$ cat config.mk
export PLATFORM = sky130hd
export DESIGN_NAME = escritor_banco_registros
export DESIGN_NICKNAME = d
export VERILOG_FILES = /design/src/rtl/escritor_banco_registros.sv
export SDC_FILE = /design/constraint.sdc
export NUM_CORES = 1
export LEC_CHECK = 0
export CORE_MARGIN = 5
export CORE_UTILIZATION = 50
export DETAILED_ROUTE_END_ITERATION = 7
export PLACE_DENSITY_LB_ADDON = 0.1
export SLEW_MARGIN = 40
export SYNTH_ARGS = -nofsm -noshare
export SYNTH_HDL_FRONTEND = slang
export SYNTH_SLANG_ARGS = --single-unit
$ cat constraint.sdc
create_clock -name clk -period 2.55 [get_ports clk]
set_clock_uncertainty 0.2 [all_clocks]
set_input_delay 0.255 -clock clk [delete_from_list [all_inputs] [get_ports clk]]
set_output_delay 0.255 -clock clk [all_outputs]
set_load 0.005 [all_outputs]
$ cat src/rtl/escritor_banco_registros.sv
`default_nettype none
// ============================================================================
// Module   : escritor_banco_registros
// Purpose  : FIFO write-back front end for the register bank. It forwards the
//            youngest queued value for each read port. ZERO_REG_DROP_EN makes
//            writes to register 0 complete their handshake and then be dropped.
// Revision : 1.0 - initial release
// ============================================================================
module escritor_banco_registros #(
  parameter int DEPTH  = 4,
  parameter int DATA_W = 32,
  parameter int ADDR_W = 5
) (
  input  logic                 clk,
  input  logic                 rst_n,
  input  logic                 req_valid,
  output logic                 req_ready,
  input  logic [ADDR_W-1:0]    req_addr,
  input  logic [DATA_W-1:0]    req_data,
  input  logic                 br_hold,
  output logic [ADDR_W-1:0]    WA,
  output logic [DATA_W-1:0]    dataIn,
  output logic                 WE,
  input  logic [ADDR_W-1:0]    RA_A,
  input  logic [ADDR_W-1:0]    RA_B,
  output logic                 fwd_hit_a,
  output logic                 fwd_hit_b,
  output logic [DATA_W-1:0]    fwd_data_a,
  output logic [DATA_W-1:0]    fwd_data_b,
  output logic [2**ADDR_W-1:0] pending,
  output logic                 idle
);

  localparam int c_PTR_W = $clog2(DEPTH);
  localparam int c_CNT_W = c_PTR_W + 1;

  logic [ADDR_W-1:0]  r_fifo_addr [DEPTH];
  logic [DATA_W-1:0]  r_fifo_data [DEPTH];
  logic [c_PTR_W-1:0] r_head;
  logic [c_PTR_W-1:0] r_tail;
  logic [c_CNT_W-1:0] r_count;
  logic               r_we;
  logic [ADDR_W-1:0]  r_wa;
  logic [DATA_W-1:0]  r_data_in;

  logic w_full;
  logic w_empty;
  logic w_accept;
  logic w_push;
  logic w_pop;

  assign w_full    = (r_count == c_CNT_W'(DEPTH));
  assign w_empty   = (r_count == '0);
  assign req_ready = !w_full;
  assign w_accept  = req_valid && !w_full;
`ifdef ZERO_REG_DROP_EN
  assign w_push    = w_accept && (req_addr != '0);
`else
  assign w_push    = w_accept;
`endif
  assign w_pop     = !w_empty && !br_hold;

  always_ff @(posedge clk or negedge rst_n) begin
    if (!rst_n) begin
      r_head    <= '0;
      r_tail    <= '0;
      r_count   <= '0;
      r_we      <= 1'b0;
      r_wa      <= '0;
      r_data_in <= '0;
    end else begin
      if (w_push) r_tail <= r_tail + 1'b1;
      if (w_pop)  r_head <= r_head + 1'b1;
      if (w_push && !w_pop)      r_count <= r_count + 1'b1;
      else if (!w_push && w_pop) r_count <= r_count - 1'b1;
      r_we <= w_pop;
      if (w_pop) begin
        r_wa      <= r_fifo_addr[r_head];
        r_data_in <= r_fifo_data[r_head];
      end
    end
  end

  // Storage needs no reset: entries are qualified by the head/count window.
  always_ff @(posedge clk) begin
    if (w_push) begin
      r_fifo_addr[r_tail] <= req_addr;
      r_fifo_data[r_tail] <= req_data;
    end
  end

  // Scan oldest to youngest so the last match (closest to the tail) wins.
  always_comb begin
    logic [c_PTR_W-1:0] v_idx;
    v_idx      = '0;
    pending    = '0;
    fwd_hit_a  = r_we && (r_wa == RA_A);
    fwd_hit_b  = r_we && (r_wa == RA_B);
    fwd_data_a = (r_we && (r_wa == RA_A)) ? r_data_in : '0;
    fwd_data_b = (r_we && (r_wa == RA_B)) ? r_data_in : '0;
    for (int k = 0; k < DEPTH; k++) begin
      v_idx = r_head + c_PTR_W'(k);
      if (c_CNT_W'(k) < r_count) begin
        pending[r_fifo_addr[v_idx]] = 1'b1;
        if (r_fifo_addr[v_idx] == RA_A) begin
          fwd_hit_a  = 1'b1;
          fwd_data_a = r_fifo_data[v_idx];
        end
        if (r_fifo_addr[v_idx] == RA_B) begin
          fwd_hit_b  = 1'b1;
          fwd_data_b = r_fifo_data[v_idx];
        end
      end
    end
`ifdef ZERO_REG_DROP_EN
    if (RA_A == '0) begin
      fwd_hit_a  = 1'b0;
      fwd_data_a = '0;
    end
    if (RA_B == '0) begin
      fwd_hit_b  = 1'b0;
      fwd_data_b = '0;
    end
`endif
  end

  assign WA     = r_wa;
  assign dataIn = r_data_in;
  assign WE     = r_we;
  assign idle   = w_empty && !r_we;

endmodule
`default_nettype wire

==> flow_summary.ini <==
[outcome]
outcome = finished, violations left
violations = negative setup slack

[place]
pre_cts_ws_ns = -1.07
dpl.cell_count = 2305
gp_congestion = 0.955
portBuffers = 188
dpl.hpwl_um = 39600

[synth]
ys_seq_area_share_pct = 36.2
synth.most_common_cell = nand2_1
yosys-top-cells-count = nand2_1 (185), mux2i_1 (172), edfxtp_1 (148)
syn_nets = 1658
synth_edf_count = 148
syn_inst = 1599
avgSynthCellArea_um2 = 9.62
synth.area.top_cells = edfxtp_1 (29%), mux2i_1 (11%), dfrtp_1 (7.3%), nand2_1 (4.5%), mux2_2 (4.4%)
synth_seq_cells = 193
yosys_warnings = 0
syn_area_um2 = 15400
synth_cell_types = 66
synthArstFlopShare_pct = 23.3
synth_top_area_cell = edfxtp_1
ys.flop_type = edfxtp_1
netlist.area_leader.share_pct = 28.9

[sta]
tightestPinTransition_ns = 0.700
fmax_mhz = 245
finalHoldViolCount = 0
slew_viol_final = 0
setup_viol = 99
fin_ws_ns = -1.53
slew_headroom_pct = 53.3
period_needed_ns = 4.08
tns_ns = -109.15
min_period_over_period_pct = 160
rsz0062_at_grt = yes

[final_layout]
postLayoutCoreUtil_pct = 80.6
regArea_um2 = 5580
fin_nets = 2175
stdcell_count = 2526
drive_above_1_share_pct = 46.0
layout-area-overhead-vs-synth_pct = 59.8
multi_input_area_um2 = 11300
fillers = 1668

[critical_path]
start_kind = flop
path_class = reg -> out
timing.rr.start = r_head[1]$_DFFE_PN0P_
cp_common_cell = buf_12
cp_slowest_cell = o31ai_2
slowest_delay_ns = 0.53
worst_ep_required_time_ns = 2.10
cp.arrival_ns = 3.62
end_kind = primary output
startpoint = r_head[0]$_DFFE_PN0P_
crit_fanout = 5
path_cells = buf_12 > mux4_2 > buf_6 > xnor2_4 > a2111oi_4 > and2_4 > buf_12 > buf_8 > buf_16 > a221oi_4 > o31ai_2 > buf_2

[global_routing]
antenna_found_initial = 2
grt-ovfl-total = 0
grt_start_max_net_pins = 69
groute.usage.overall_pct = 37.1
grt_pass1_vias = 16700
grt_pass1_wl_um = 97700

[clocking]
cts_tree = built
insertion_delay_ns = 0.45
path_clk_slew_ns = 0.08
htreeDepth = 4
cts.sinks = 193
clock_path_buffers = 2
cts-root-buf = clkbuf_16
cts_buffers = 17

[pwr]
powerDensity_nw_per_um2 = 1310
peakVddDrop_uv = 672
totalPowerFinal_w = 0.0322
total_leakage_power_nw = 10.4

[floorplanning]
die-area_um2 = 34400
die_w_um = 185
row_count = 64
pin_count = 189
design.core.area_um2 = 30500
die_h_um = 185
initial_core_util_pct = 50.4

[routing]
wl_per_cell_um = 28.3
drt_wl_total_um = 71400
vias_per_cell = 6.92
vias = 17500
drt_pass1_iterations = 7
drtIter0Drc = 2432
route.detailed.drc = 0
antenna_left = 0

[job]
drv_cap = 0

[worst_hold_path]
worstHoldPathType = in -> async
==> layout by cell type, fill, tap and decap left out, types with 19 or more instances in the layout <==
cell type,Yosys,layout
clkdlybuf4s50_1,0,89
edfxtp_1,148,148
a211oi_2,0,34
nor3_1,31,24
o21ai_0,22,20
nand3_1,50,42
o31ai_2,7,31
a31oi_1,32,31
buf_4,5,241
a221oi_4,0,28
mux4_2,22,22
clkbuf_16,0,19
mux2i_1,172,153
buf_6,15,126
buf_2,51,92
xnor2_1,30,22
mux2_2,60,51
nor2_1,139,121
buf_12,0,69
xor2_1,25,19
nand2_1,185,172
nor2b_1,20,20
dfrtp_1,45,43
a21oi_1,63,55
==> layout make-up <==
| class | count | share of cell area (%) |
|---|---|---|
| Antenna cell | 1 | 0.0102 |
| Multi-Input combinational cell | 1239 | 45.8 |
| Clock buffer | 17 | 1.73 |
| Inverter | 17 | 0.270 |
| Tap cell | 396 | 2.02 |
| Sequential cell | 193 | 22.7 |
| Timing Repair Buffer | 648 | 27.0 |
| Clock inverter | 15 | 0.458 |
==> repair_timing <==
action / 4_1_cts / 5_1_grt
hold buffers: 1 / 0
endpoints found under the hold margin: 17 / 0
gates resized for setup: 783 / 157
buffers inserted: 151 / 44
setup endpoints to repair: 104 / 109
pin swaps: 172 / 70
gates cloned: 19 / 2
==> metal layers <==
| layer | part of all wire (%) | up-vias | wire, um | GRT usage [%] |
|---|---|---|---|---|
| li1 | - | 7136 | - | - |
| met5 | 0 | - | 0 | 0 |
| met3 | 12 | 458 | 8780 | 7.97 |
| met1 | 36 | 8306 | 25800 | 47.9 |
| met4 | 7.1 | 0 | 5060 | 20.6 |
| met2 | 44 | 1568 | 31800 | 58.3 |
==> kinds of logic after synthesis <==
| kind of cell | share of synthesized area (%) |
|---|---|
| adder cells (fa/ha/maj) | 0.651 |
| AO/OA/AOI/OAI | 18.8 |
| XOR/XNOR | 3.24 |
| flip-flops | 36.2 |
| buffers and inverters | 5.56 |
| multiplexers | 19.6 |
| AND/OR/NAND/NOR | 15.9 |
==> final timing paths <==
check                                               end  slack [ns]  cells past startpoint
min in group clk           r_fifo_data[2][12]$_DFFE_PP_        0.23                      1
max in group asynchronous        dataIn[11]$_DFFE_PN0P_        1.22                      3
min reg2reg                      dataIn[12]$_DFFE_PN0P_        0.42                      2
min                               r_head[0]$_DFFE_PN0P_        0.19                      2
max                                      fwd_data_a[20]       -1.53                     12
max reg2reg                      dataIn[20]$_DFFE_PN0P_       -0.03                      9
==> power breakdown <==
part           leakage [nW]  switching, W  internal [W]  total (W)
clock                 0.263       0.00135       0.00126    0.00261
sequential             1.90      0.000918       0.00429    0.00520
combinational          8.22        0.0131        0.0113     0.0244
total                  10.4        0.0154        0.0168     0.0322
==> state kept, by name, summed over array words and instances (netlist names) <==
signal	count
dataIn	32
WA	5
r_count	3
r_tail	2
r_fifo_addr	20
r_fifo_data	128
WE	1
r_head	2
==> worst max-delay path, delay by kind of cell (launching register included) <==
family / cells / cell delay (ns)
and+or+nand+nor: 1 / 0.22
DFF: 1 / 0.52
buffers and inverters: 6 / 0.90
AOI/OAI and AO/OA: 3 / 0.95
muxes: 1 / 0.45
xor gates and xnor gates: 1 / 0.12
==> per-stage QoR <==
stage | area (um^2) | hold WS, ns
3_5_place_dp | 19800 | 0.0777
4_1_cts | 23600 | 0.143
3_3_place_gp | 19800 | 0.0842
5_1_grt | 24600 | 0.214
2_1_floorplan | 15700 | -0.241
6_report | 24600 | 0.186
No activity file was read; power rests on OpenSTA's default activity.
